[config.mk]
export PLATFORM = sky130hd
export DESIGN_NAME = wishbone_bus_if
export DESIGN_NICKNAME = d
export VERILOG_FILES = /design/src/rtl/wishbone_bus_if.sv
export SDC_FILE = /design/constraint.sdc
export NUM_CORES = 1
export LEC_CHECK = 0
export BUFFER_PORTS_ARGS = -buffer_cell sky130_fd_sc_hd__buf_2
export CAP_MARGIN = 10
export CORE_MARGIN = 3
export CORE_UTILIZATION = 30
export CTS_CLUSTER_DIAMETER = 30
export CTS_CLUSTER_SIZE = 12
export DETAILED_ROUTE_END_ITERATION = 10
export PLACE_DENSITY = 0.64
export SYNTH_ARGS = -nofsm -noshare
export SYNTH_HDL_FRONTEND = slang
export SYNTH_SLANG_ARGS = --single-unit
[constraint.sdc]
create_clock -name clk -period 2 [get_ports clk]
set_input_delay 0.3 -clock clk [delete_from_list [all_inputs] [get_ports clk]]
set_output_delay 0.3 -clock clk [all_outputs]
set_load 0.005 [all_outputs]
[src/rtl/wishbone_bus_if.sv]
// wishbone_bus_if: bridges an OpenMIPS core memory port onto a Wishbone B4 classic master bus
module wishbone_bus_if (
    input  logic        clk,
    input  logic        rst,
    input  logic [5:0]  stall_i,
    input  logic        flush_i,
    input  logic        cpu_ce_i,
    input  logic [31:0] cpu_data_i,
    input  logic [31:0] cpu_addr_i,
    input  logic        cpu_we_i,
    input  logic [3:0]  cpu_sel_i,
    output logic [31:0] cpu_data_o,
    output logic        stallreq_o,
    input  logic [31:0] wishbone_data_i,
    input  logic        wishbone_ack_i,
    output logic [31:0] wishbone_addr_o,
    output logic [31:0] wishbone_data_o,
    output logic        wishbone_we_o,
    output logic [3:0]  wishbone_sel_o,
    output logic        wishbone_stb_o,
    output logic        wishbone_cyc_o
);
    typedef enum logic [1:0] {IDLE = 2'b00, BUSY = 2'b01, WAIT_FOR_STALL = 2'b10} state_t;
    state_t state, state_nxt;
    logic [31:0] rd_buf;
    logic start;
    assign start = cpu_ce_i && !flush_i;
    // state register
    always_ff @(posedge clk) begin
        if (rst) state <= IDLE;
        else state <= state_nxt;
    end
    // next state plus the stall request and read data seen by the core
    always_comb begin
        state_nxt = IDLE;
        stallreq_o = 1'b0;
        cpu_data_o = 32'h0;
        case (state)
            IDLE: begin
                state_nxt = start ? BUSY : IDLE;
                stallreq_o = start;
            end
            BUSY: begin
                state_nxt = wishbone_ack_i ? ((|stall_i) ? WAIT_FOR_STALL : IDLE) : (flush_i ? IDLE : BUSY);
                stallreq_o = !wishbone_ack_i;
                cpu_data_o = (wishbone_ack_i && !cpu_we_i) ? wishbone_data_i : 32'h0;
            end
            WAIT_FOR_STALL: begin
                state_nxt = (|stall_i) ? WAIT_FOR_STALL : IDLE;
                cpu_data_o = rd_buf;
            end
            default: state_nxt = IDLE;
        endcase
    end
    // registered bus outputs and the read buffer held across foreign stalls
    always_ff @(posedge clk) begin
        if (rst) begin
            wishbone_addr_o <= 32'h0;
            wishbone_data_o <= 32'h0;
            wishbone_we_o <= 1'b0;
            wishbone_sel_o <= 4'h0;
            wishbone_stb_o <= 1'b0;
            wishbone_cyc_o <= 1'b0;
            rd_buf <= 32'h0;
        end else begin
            case (state)
                IDLE: begin
                    wishbone_addr_o <= start ? cpu_addr_i : 32'h0;
                    wishbone_data_o <= start ? cpu_data_i : 32'h0;
                    wishbone_we_o <= start && cpu_we_i;
                    wishbone_sel_o <= start ? cpu_sel_i : 4'h0;
                    wishbone_stb_o <= start;
                    wishbone_cyc_o <= start;
                    if (start) rd_buf <= 32'h0;
                end
                BUSY: begin
                    if (wishbone_ack_i || flush_i) begin
                        wishbone_addr_o <= 32'h0;
                        wishbone_data_o <= 32'h0;
                        wishbone_we_o <= 1'b0;
                        wishbone_sel_o <= 4'h0;
                        wishbone_stb_o <= 1'b0;
                        wishbone_cyc_o <= 1'b0;
                    end
                    if (wishbone_ack_i && !cpu_we_i) rd_buf <= wishbone_data_i;
                    else if (!wishbone_ack_i && flush_i) rd_buf <= 32'h0;
                end
                WAIT_FOR_STALL: rd_buf <= rd_buf;
                default: begin
                    wishbone_addr_o <= 32'h0;
                    wishbone_data_o <= 32'h0;
                    wishbone_we_o <= 1'b0;
                    wishbone_sel_o <= 4'h0;
                    wishbone_stb_o <= 1'b0;
                    wishbone_cyc_o <= 1'b0;
                end
            endcase
        end
    end
endmodule
Yosys cells after proc, flatten, opt, wreduce, memory -nomap -nowiden
Cells that the tools add are included.
{"block": "totals", "reg_bits": 104, "latch_bits": 0, "ram_bits": 0, "rom_bits": 0, "in_bits": 112, "output_inout_bits": 104, "wordCells": 49, "memories": 0}
{"block": "op_classes", "addsub": 0, "multipliers": 0, "div_mod_pow": 0, "n_lt_le_gt_ge": 0, "eq_ne": 5, "shifts": 0, "muxes": 23, "bitwise": 1, "reduce_logical": 13}
{"cell": "32-bit two-way mux", "n": 7}
{"cell": "32-bit one-hot mux with 3 select lines", "n": 2}
{"cell": "32-bit one-hot mux with 2 select lines", "n": 2}
{"cell": "4-bit one-hot mux with 3 select lines", "n": 1}
{"cell": "4-bit two-way mux", "n": 2}
{"cell": "1-bit one-hot mux with 3 select lines", "n": 2}
{"cell": "2-bit one-hot mux with 3 select lines", "n": 1}
{"cell": "6-bit OR reduction", "n": 1}
{"cell": "1-bit logical AND", "n": 4}
{"cell": "2-bit two-way mux", "n": 2}
{"cell": "2-bit inequality test (second input constant)", "n": 2}
{"cell": "1-bit zero test", "n": 3}
{"cell": "1-bit two-way mux", "n": 3}
{"cell": "3-bit inequality test (second input constant)", "n": 1}
{"cell": "3-bit AND reduction", "n": 1}
{"cell": "2-bit by 1-bit == test with 1-bit output (second input constant)", "n": 1}
{"cell": "2-bit == test (second input constant)", "n": 1}
{"cell": "2-bit zero test", "n": 1}
{"cell": "1-bit one-hot mux with 2 select lines", "n": 1}
{"cell": "2-bit AND reduction", "n": 1}
{"cell": "2-bit nonzero test", "n": 1}
{"cell": "1-bit logical OR", "n": 1}
{"cell": "1-bit inverter", "n": 1}

Longest topological paths before layout
Gate-level depths: netlist of run 1.
{"block": "depth", "ltp_word": 5, "depth_mapped": 7, "ltp_nobuf": 6}

Worst setup path before layout of run 1
OpenSTA, ideal clock, no wires.
{"block": "synth_path", "path_kind": "reg-to-output", "start": "register state[1]", "end": "output port cpu_data_o[0]", "arrival_ns": 1.448, "required_ns": 1.700, "setup_slack_ns": 0.252, "path_stages_with_launch": 8, "path_buffers": 2, "cell_sequence": "dfxtp_1 > inv_1 > ha_1 > and3b_1 > buf_2 > buf_1 > a22oi_1 > nor2b_1"}
{"block": "synth_between", "elab_chain_len": 2, "elab_cells_between_ends": 3, "classes_between": "eq/ne: 2; mux: 1"}
{"item": "start, declared", "line": "24", "rtl": "state_t state, state_nxt;"}
{"item": "start signal, assigned", "line": "31", "rtl": "else state <= state_nxt;"}
{"item": "2-bit == test / 2-bit by 1-bit == test with 1-bit output (equally long branches)", "line": "38", "rtl": "case (state)"}
{"item": "32-bit one-hot mux with 2 select lines (*)", "line": "38"}
{"item": "end, declared", "line": "12", "rtl": "output logic [31:0] cpu_data_o,"}
Every way passes the cells marked *; elsewhere a longest branch is shown, timed or not.

Final worst setup path of run 1
{"block": "layout_path", "start": "register state[1]", "end": "output port cpu_data_o[31]"}
The elaborated chain is that of the path after synthesis.

==> impl_metrics.py, run 1 <==
metrics = {
    "worst_setup_path": {
        "cp_data_required_time_ns": 1.70,
        "crit_family": "buffers and inverters",
        "crit_chain": "inv_2 -> ha_4 -> and3b_4 -> buf_12 -> buf_16 -> a22oi_2 -> nor2b_1 -> buf_2",
        "end_kind": "primary output",
        "reg2reg_depth": 8,
        "critPathArrivalTime_ns": 1.75,
        "crit_path_start_kind": "register",
        "path_buf_inv": 4,
        "cpMaxStageDelayCell": "dfxtp_2",
        "timing.rr.start": "state[1]",
        "max_stage_delay_ns": 0.33,
        "cp_max_fo": 6,
        "r2r_end": "rd_buf[3]",
        "regToRegSetupSlack_ns": 0.08,
        "worstSetupPathType": "register to primary output",
    },
    "placed_design": {
        "pre_cts_ws_ns": -0.202,
        "gp_congestion": 0.820,
        "port_buffers": 215,
        "place.detailed.hpwl_um": 9020,
    },
    "power_and_ir_drop": {
        "powerDensity_nw_per_um2": 687,
        "leakagePower_nw": 2.74,
        "power_switching_share": 0.272,
        "p_int_mw": 3.30,
        "peakVddDrop_v": 0.000343,
        "power_frac_seq": 0.473,
        "p_clk_frac": 0.387,
        "power_switching_mw": 1.24,
        "comb_power_share": 0.140,
    },
    "worst_hold_path": {
        "min_from": "cpu_data_i[8]",
        "min_to": "wishbone_data_o[8]",
        "hold_class": "primary input to register",
        "min_path_cells": 3,
    },
    "clock_tree": {
        "cts_tree": "done",
        "clock_latency_ns": 0.35,
        "clkTransAtPathRegs_ns": 0.08,
        "cts_buffer_depth": 2,
        "postCtsHoldBufs": 0,
        "numCtsBuffers": 9,
        "htreeDepth": 3,
        "clock-sinks": 104,
        "root_buffer": "clkbuf_16",
    },
    "synthesis": {
        "synthCells": 482,
        "yosysSeqAreaShare": 0.485,
        "yosysTopAreaCell": "dfxtp_1",
        "synth_seq_cells": 104,
        "ys_top_cells_by_area": "dfxtp_1 (49%), a22oi_1 (18%), nor2_1 (6.1%), o211ai_1 (5.6%), nor2b_1 (4.8%)",
        "synth.distinct_cells": 26,
        "syn-num-nets": 598,
        "syn_area_um2": 4290,
        "synth.top_cell.area_share": 0.485,
        "syn_area_per_cell_um2": 8.90,
        "yosys_warnings": 0,
    },
    "sta": {
        "worst_clock_skew_ns": 0.00859,
        "fin_crit_ns": 2.05,
        "whs_ns": 0.199,
        "post-route-period-util": 1.03,
        "finalMaxSlewViolations": 0,
        "setup_ws_ns": -0.0516,
        "tightest_slew_ns": 0.716,
        "clock.fmax_mhz": 487,
        "slew_headroom": 0.523,
        "setup_viol": 6,
        "rsz0062_at_grt": "true",
        "hold_violations": 0,
        "tns_ns": -0.105,
    },
    "floorplan": {
        "start_util": 0.308,
        "die_area_um2": 15800,
        "rows": 43,
        "io_pins": 216,
        "die_y_um": 126,
        "core_area_um2": 13900,
        "die_width_um": 126,
    },
    "route": {
        "routed_wl_um": 15500,
        "drt_iter0_markers": 196,
        "vias": 4647,
        "via_per_inst": 5.25,
        "avgRoutedWirePerCell_um": 17.5,
        "dr.pass1.iters": 4,
        "ant_nets": 0,
        "post-route-drc-count": 0,
    },
    "outcome": {
        "status": "finished, violations left",
        "violations": "setup timing",
    },
    "global_routing": {
        "antenna_found_initial": 0,
        "grt.overflow.total": 0,
        "grt_max_degree": 71,
        "grt_pass1_vias": 4452,
        "grt_pass1_wl_um": 22300,
        "track_usage": 0.172,
    },
    "layout": {
        "nNetsFinal": 816,
        "fill_cells": 1313,
        "multiInputGateArea_um2": 2240,
        "antennaDiodeCount": 0,
        "area_growth_pct": 54.0,
        "ff_latch_area_um2": 2080,
        "final_layout_size_suffix_gt1_frac": 0.454,
    },
    "run": {
        "max-cap-violations": 0,
    },
}
==> routing by layer <==
metal | track usage | up-vias | part of all wire
li1 | - | 2202 | -
met1 | 0.203 | 2225 | 0.42
met2 | 0.290 | 203 | 0.49
met3 | 0.0607 | 17 | 0.080
met4 | 0.0606 | 0 | 0.016
met5 | 0 | - | 0
==> cells in the mapped netlist <==
library cell and count:
a22oi_1 101, or4_1 1, dfxtp_1 104, nor4_1 1
nor3_1 1, inv_1 3, nor2b_1 33, nor2_1 70
o21ai_1 1, a21oi_1 34, nand2b_1 3, nand2_1 2
nor3b_2 1, nand3_1 32, nand3b_1 1, o211ai_1 32
ha_1 4, buf_4 1, buf_2 19, o21bai_1 1
clkbuf_1 29, a2111oi_0 1, o32ai_2 1, buf_1 4
o32a_1 1, and3b_1 1
==> power by group through the flow <==
stage | combinational (mW) | clock, mW | sequential, mW
finish | 0.637 | 1.76 | 2.15
global route | 0.692 | 1.89 | 2.15
CTS | 0.544 | 1.80 | 2.15
detailed placement | 0.506 | 0 | 2.19
global placement | 0.496 | 0 | 2.19
floorplan | 0.244 | 0 | 2.19
==> worst max path at each step <==
stage                                end  depth (start not counted)  startpoint
after global routing       cpu_data_o[3]                          8    state[1]
after global placement        rd_buf[12]                          5    state[1]
final                     cpu_data_o[31]                          8    state[1]
after CTS                 cpu_data_o[30]                          7    state[1]
after floorplan            cpu_data_o[0]                          7    state[1]
after detailed placement      rd_buf[24]                          5    state[1]
==> sequential cells by signal (all words and copies together) (netlist names) <==
name,flops
rd_buf,32
wishbone_addr_o,32
wishbone_data_o,32
state,2
wishbone_sel_o,4
wishbone_cyc_o,1
wishbone_we_o,1
==> cell type report <==
| class | instances | area share |
|---|---|---|
| Clock buffer | 9 | 0.0341 |
| Multi-Input combinational cell | 323 | 0.339 |
| Timing Repair Buffer | 259 | 0.265 |
| Inverter | 3 | 0.00170 |
| Tap cell | 180 | 0.0341 |
| Clock inverter | 7 | 0.0104 |
| Sequential cell | 104 | 0.316 |
==> through the flow <==
| stage | instances | power [mW] | area, µm² | util |
|---|---|---|---|---|
| after floorplan | 482 | 2.44 | 4290 | - |
| after global placement | 839 | 2.69 | 5600 | 0.402 |
| after detailed placement | 839 | 2.70 | 5600 | 0.402 |
| after CTS | 868 | 4.49 | 6190 | 0.445 |
| after global routing | 885 | 4.73 | 6610 | 0.474 |
| final | 885 | 4.54 | 6610 | 0.474 |
==> layout by cell type, fill, tap and decap left out, drive strengths merged, types with 2 or more instances in the layout <==
cell,synthesis,routed
clkinv,0,2
nand3,32,32
o32ai,1,2
nand2b,3,3
o211ai,32,32
inv,3,8
buf,24,251
clkbuf,29,15
dfxtp,104,104
nor2,70,70
bufbuf,0,2
nor2b,33,33
nand2,2,2
a22oi,101,101
ha,4,4
a21oi,34,34
==> worst reg2reg max path, cell delays in order, from the launching register on <==
cell and delay [ns]:
dfxtp_2 0.34, inv_2 0.05, buf_4 0.13, ha_4 0.15, buf_4 0.13, nand2b_1 0.25
o32ai_4 0.43, o211ai_1 0.17, a21oi_1 0.18
==> repair_timing <==
| item | in CTS | in global routing |
|---|---|---|
| buffers inserted | 8 | 10 |
| gates resized for setup | 21 | 37 |
| setup endpoints to repair | 64 | 123 |
| pin swaps | 3 | 18 |
| cloned | 5 | 9 |
==> cells by family (layout without fill, tap and decap cells) <==
group | count (synthesis) | after routing | share of synthesized area
buf+inv | 56 | 278 | 0.0554
fa+ha+maj | 4 | 4 | 0.0117
simple gates | 146 | 146 | 0.164
compound gates | 172 | 173 | 0.284
flops | 104 | 104 | 0.485
No activity file was read; power rests on OpenSTA's default activity.
==> run 2: changes to the inputs <==
--- a/config.mk
+++ b/config.mk
@@ -5,6 +5,7 @@
 export SDC_FILE = /design/constraint.sdc
 export NUM_CORES = 1
 export LEC_CHECK = 0
+export ABC_AREA = 1
 export BUFFER_PORTS_ARGS = -buffer_cell sky130_fd_sc_hd__buf_2
 export CAP_MARGIN = 10
 export CORE_MARGIN = 3
@@ -12,7 +13,8 @@
 export CTS_CLUSTER_DIAMETER = 30
 export CTS_CLUSTER_SIZE = 12
 export DETAILED_ROUTE_END_ITERATION = 10
-export PLACE_DENSITY = 0.64
+export PLACE_DENSITY = 0.63
+export SKIP_LAST_GASP = 1
 export SYNTH_ARGS = -nofsm -noshare
 export SYNTH_HDL_FRONTEND = slang
 export SYNTH_SLANG_ARGS = --single-unit
==> run 2 against run 1 <==
Net effect:
- the run now ends clean
- count of clock-buffer cells in the layout increased by 4
- final cell count increased by 14%
- register-to-register slack improved by 0.29 ns
- via count increased by 3.0%
- flip-flop and latch count unchanged
- maximum frequency increased by 2.9%
- combinational power decreased by 1%
- routed wire length decreased by 9.2%
- largest cell class unchanged
- largest power group unchanged
==> impl_metrics.py, run 2 <==
metrics = {
    "power_and_ir_drop": {
        "total_power_mw": 4.46,
        "peakVddDrop_v": 0.000451,
        "leakagePower_nw": 2.74,
        "powerDensity_nw_per_um2": 719,
    },
    "sta": {
        "worst_clock_skew_ns": 0.00453,
        "clock.fmax_mhz": 502,
        "setup_ws_ns": 0.00626,
        "tightest_slew_ns": 0.438,
        "hold_violations": 0,
        "rsz0062_at_grt": "true",
        "post-route-period-util": 0.997,
        "tns_ns": 0,
        "slew_headroom": 0.708,
        "finalMaxSlewViolations": 0,
        "fin_crit_ns": 1.99,
        "setup_viol": 0,
    },
    "layout": {
        "largestRegisters": "rd_buf x32, wishbone_addr_o x32, wishbone_data_o x32",
        "area_growth_pct": 40.7,
        "nNetsFinal": 938,
        "antennaDiodeCount": 0,
        "final_layout_size_suffix_gt1_frac": 0.356,
        "ff_latch_area_um2": 2080,
        "stdcell_count": 1007,
        "fill_cells": 1498,
        "postLayoutCoreUtil": 0.439,
        "layout_common_cells": "buf_2 (215), nand2_1 (157), nand3_1 (103)",
        "layout_commonest_cell": "buf_2",
        "multiInputGateArea_um2": 2190,
    },
    "synthesis": {
        "yosys_warnings": 0,
        "async_reset_ff_frac": 0,
        "yosys.area_share.xor_xnor": 0,
        "synth.top_cell.area_share": 0.473,
        "ys_top_cells_by_area": "dfxtp_1 (47%), nand2_1 (15%), a21oi_1 (12%), nand3_1 (12%), nor2_1 (6.1%)",
        "syn_area_per_cell_um2": 7.03,
        "syn_area_um2": 4400,
        "yosysTopAreaCell": "dfxtp_1",
        "synth-simple-area-share": 0.332,
        "syn-num-nets": 742,
        "synth_mux_area_frac": 0,
        "synth.most_common_cell": "nand2_1",
        "synth_fa_ha_area_frac": 0.0114,
        "synthCells": 626,
        "yosysSeqAreaShare": 0.473,
        "synth_compound_area_frac": 0.121,
        "synth_top_family_by_area": "simple AND/OR/NAND/NOR gates",
        "synth_top_flop_cell": "dfxtp_1",
        "yosys-top-cells-count": "nand2_1 (174), a21oi_1 (104), dfxtp_1 (104), nand3_1 (103), nor2_1 (71)",
        "synth.distinct_cells": 16,
        "synth_edf_count": 0,
        "synth_seq_cells": 104,
    },
    "floorplan": {
        "die_y_um": 127,
        "rows": 43,
        "io_pins": 216,
        "die_area_um2": 16200,
        "core_area_um2": 14100,
        "die_width_um": 127,
        "start_util": 0.312,
    },
    "route": {
        "routed_wl_um": 14100,
        "ant_nets": 0,
        "vias": 4787,
        "post-route-drc-count": 0,
        "via_per_inst": 4.75,
        "drt_iter0_markers": 378,
        "dr.pass1.iters": 4,
        "avgRoutedWirePerCell_um": 14.0,
    },
    "placed_design": {
        "place_inst": 985,
        "gp_congestion": 0.768,
        "pre_cts_ws_ns": 0.289,
        "port_buffers": 215,
        "place.detailed.hpwl_um": 9230,
    },
    "run": {
        "max-cap-violations": 0,
    },
    "worst_setup_path": {
        "cp_data_required_time_ns": 1.70,
        "cp_max_fo": 8,
        "end_kind": "primary output",
        "crit_path_start_kind": "register",
        "critPathArrivalTime_ns": 1.69,
        "worstSetupPathType": "register to primary output",
    },
    "clock_tree": {
        "cts_buffer_depth": 2,
        "numCtsBuffers": 9,
        "clock-sinks": 104,
        "cts_tree": "done",
        "clkTransAtPathRegs_ns": 0.07,
        "clock_latency_ns": 0.34,
        "root_buffer": "clkbuf_16",
        "htreeDepth": 3,
    },
    "global_routing": {
        "track_usage": 0.164,
        "grt.overflow.total": 0,
        "antenna_found_initial": 0,
        "grt_pass1_vias": 4218,
        "grt_max_degree": 54,
        "grt_pass1_wl_um": 21700,
    },
    "worst_hold_path": {
        "hold_class": "primary input to register",
    },
    "outcome": {
        "status": "finished clean",
    },
}
run 2: worst paths after layout:
path / cells past startpoint / endpoint / slack [ns] / startpoint
setup / recovery: 8 / cpu_data_o[25] / 0.006 / state[1]
hold / removal: 3 / wishbone_addr_o[25] / 0.22 / cpu_addr_i[25]
setup reg to reg: 10 / rd_buf[30] / 0.37 / state[1]
hold reg to reg: 2 / wishbone_data_o[22] / 0.46 / wishbone_data_o[22]
run 2: routing by layer:
metal	GRT usage	up-vias	share of wire
met3	0.0385	18	0.060
met5	0	-	0
met4	0.0568	0	0.021
li1	-	2441	-
met2	0.260	151	0.47
met1	0.219	2177	0.45
run 2: area by class of cell:
cell class,count,share of cell area
timing repair buffer,237,0.225
clock inverter,3,0.00283
sequential,104,0.336
clock buffer,13,0.0404
inverter,8,0.00485
multi-input combinational,462,0.354
tap,180,0.0364
run 2: metrics by stage:
step | area (µm²) | hold slack, ns
CTS | 5980 | 0.196
global route | 6190 | 0.204
floorplan | 4400 | 0.455
finish | 6190 | 0.218
detailed placement | 5710 | 0.452
global placement | 5710 | 0.449
run 2: cells by family (layout without fill, tap and decap cells):
logic type	Yosys count	in the layout
DFF	104	104
adders and majority gates	4	4
buffers and inverters	60	261
and+or+nand+nor	352	352
AOI/OAI and AO/OA	106	106
run 2: what timing repair did:
item / in CTS / in global routing
setup buffers: 0 / 3
hold buffers: 0 / 0
pin swaps: 0 / 13
setup endpoints to repair: 10 / 32
cloned: 0 / 3
gates resized for setup: 0 / 41
run 2: power by group:
group          internal (mW)  total [mW]  switching, mW
logic                  0.271       0.629          0.357
registers               2.17        2.21         0.0453
clock network          0.876        1.61          0.738
total                   3.31        4.46           1.14
run 2: critical path: stages (launching register included):
cell	delay [ns]
dfxtp_2	0.32
inv_2	0.07
ha_4	0.14
nand2_4	0.05
nor2_4	0.23
buf_6	0.20
nand2_1	0.08
a21oi_1	0.12
buf_2	0.14
==> run 3: changes to the inputs <==
--- a/config.mk
+++ b/config.mk
@@ -8,6 +8,7 @@
 export ABC_AREA = 1
 export BUFFER_PORTS_ARGS = -buffer_cell sky130_fd_sc_hd__buf_2
 export CAP_MARGIN = 10
+export CORE_ASPECT_RATIO = 1.4
 export CORE_MARGIN = 3
 export CORE_UTILIZATION = 30
 export CTS_CLUSTER_DIAMETER = 30
==> constraint.sdc (replaced) <==
create_clock -name clk -period 2.3 [get_ports clk]
set_input_delay 0.345 -clock clk [delete_from_list [all_inputs] [get_ports clk]]
set_output_delay 0.345 -clock clk [all_outputs]
set_load 0.005 [all_outputs]
==> run 3 against run 2 <==
Net effect:
- hold slack better by 0.032 ns
- sequential power is 13% lower
- critical path depth stayed put
- non-clock buffer count is 10 lower
- clock skew is 0.0031 ns higher
- critical path type unchanged
- highest routed layer is now met5
==> impl_metrics.py, run 3 (synthesized netlist as in run 2, its figures left out) <==
metrics = {
    "worst_setup_path": {
        "critPathArrivalTime_ns": 1.80,
        "r2r_end": "rd_buf[8]",
        "worstSetupPathType": "register to primary output",
        "timing.rr.start": "state[1]",
        "cp_data_required_time_ns": 1.96,
        "end_kind": "primary output",
        "regToRegSetupSlack_ns": 0.54,
        "crit_path_start_kind": "register",
        "cp_max_fo": 32,
        "reg2reg_depth": 8,
    },
    "sta": {
        "rsz0062_at_grt": "false",
        "setup_viol": 0,
        "finalMaxSlewViolations": 0,
        "clock.fmax_mhz": 467,
        "slew_headroom": 0.630,
        "worst_clock_skew_ns": 0.00765,
        "hold_violations": 0,
        "tightest_slew_ns": 0.554,
        "tns_ns": 0,
        "post-route-period-util": 0.931,
        "fin_crit_ns": 2.14,
    },
    "worst_hold_path": {
        "min_path_cells": 3,
        "min_to": "wishbone_data_o[19]",
        "min_from": "cpu_data_i[19]",
        "hold_class": "primary input to register",
    },
    "floorplan": {
        "start_util": 0.311,
        "core_area_um2": 14200,
        "die_width_um": 108,
        "rows": 51,
        "die_area_um2": 16200,
        "die_y_um": 149,
        "io_pins": 216,
    },
    "outcome": {
        "status": "finished clean",
    },
    "clock_tree": {
        "htreeDepth": 3,
        "clock_latency_ns": 0.35,
        "cts_setup_buffers": 0,
        "root_buffer": "clkbuf_16",
        "numCtsBuffers": 9,
        "clkTransAtPathRegs_ns": 0.08,
        "clock-sinks": 104,
        "cts_buffer_depth": 2,
        "cts_tree": "done",
    },
    "layout": {
        "area_growth_pct": 35.9,
        "postLayoutCoreUtil": 0.423,
        "layout_common_cells": "buf_2 (215), nand2_1 (173), dfxtp_1 (104)",
        "fill_cells": 1534,
        "layout_commonest_cell": "buf_2",
        "nNetsFinal": 928,
        "largestRegisters": "rd_buf x32, wishbone_addr_o x32, wishbone_data_o x32",
        "antennaDiodeCount": 0,
        "final_layout_size_suffix_gt1_frac": 0.307,
    },
    "route": {
        "avgRoutedWirePerCell_um": 13.8,
        "dr.pass1.iters": 4,
        "routed_wl_um": 13800,
        "post-route-drc-count": 0,
        "drt_iter0_markers": 315,
        "via_per_inst": 4.65,
        "vias": 4662,
        "ant_nets": 0,
    },
    "placed_design": {
        "gp_congestion": 0.791,
        "port_buffers": 215,
        "place.detailed.hpwl_um": 9540,
    },
    "global_routing": {
        "antenna_found_initial": 1,
        "busiest_layer": "met2",
        "track_usage": 0.163,
        "use_met3": 0.0333,
        "grt_max_degree": 71,
        "grt_util_met2": 0.285,
        "grt_pass1_vias": 4189,
        "grt_pass1_wl_um": 21000,
        "gr-usage-met1": 0.196,
        "grt.overflow.total": 0,
    },
    "power_and_ir_drop": {
        "powerDensity_nw_per_um2": 674,
        "leakagePower_nw": 2.66,
        "peakVddDrop_v": 0.000307,
        "total_power_mw": 4.03,
    },
    "run": {
        "max-cap-violations": 0,
    },
}
## run 3: cell types whose count changed in the layout (fill, tap and decap cells not counted), sizes merged
cell	change
inv	+3
buf	-8
bufinv	+1
clkbuf	-6
## run 3: metrics by stage
step	cell area (µm²)	worst slack, ns	hold WS, ns	instances
floorplan	4400	0.728	0.455	626
global placement	5650	0.346	0.449	986
detailed placement	5650	0.301	0.452	986
CTS	5970	0.0547	0.234	1002
global route	5990	0.0101	0.242	1002
finish	5990	0.159	0.249	1002
## run 3: what timing repair did
item                       in CTS  in global routing
gates resized for setup         2                  3
hold buffers                    0                  0
setup endpoints to repair      32                 32
pin swaps                       0                  0
## run 3: critical path, stage by stage, from the launching register on
cell and delay, ns:
dfxtp_1 0.33, inv_1 0.12, ha_4 0.19, nand2_1 0.09
nor2_2 0.13, buf_12 0.19, nand2_1 0.09, a21oi_1 0.16
buf_2 0.14
## run 3: area by class of cell
class	instances	area, µm²	area share
Tap cell	185	231	0.0387
Clock buffer	9	225	0.0376
Multi-Input combinational cell	462	2080	0.347
Inverter	8	30.0	0.00502
Timing Repair Buffer	227	1250	0.209
Sequential cell	104	2080	0.348
Clock inverter	7	87.6	0.0146
## run 3: worst max path at each step
stage                        start       endpoint  slack, ns  depth (start not counted)
after floorplan           state[0]  cpu_data_o[0]       0.73                          6
after global placement    state[1]  cpu_data_o[9]       0.35                          8
after detailed placement  state[1]  cpu_data_o[9]       0.30                          8
after CTS                 state[1]  cpu_data_o[9]       0.05                          8
after global routing      state[1]  cpu_data_o[9]       0.01                          8
final                     state[1]  cpu_data_o[9]       0.16                          8
## run 3: power breakdown
group	switching, mW	internal [mW]
combinational	0.295	0.218
sequential	0.0405	1.88
clock	0.730	0.867
## run 3: per-layer routing
metal	share of wire	wire, µm
met3	0.059	816
met4	0.017	238
met5	0.00073	10
met2	0.52	7100
met1	0.41	5620
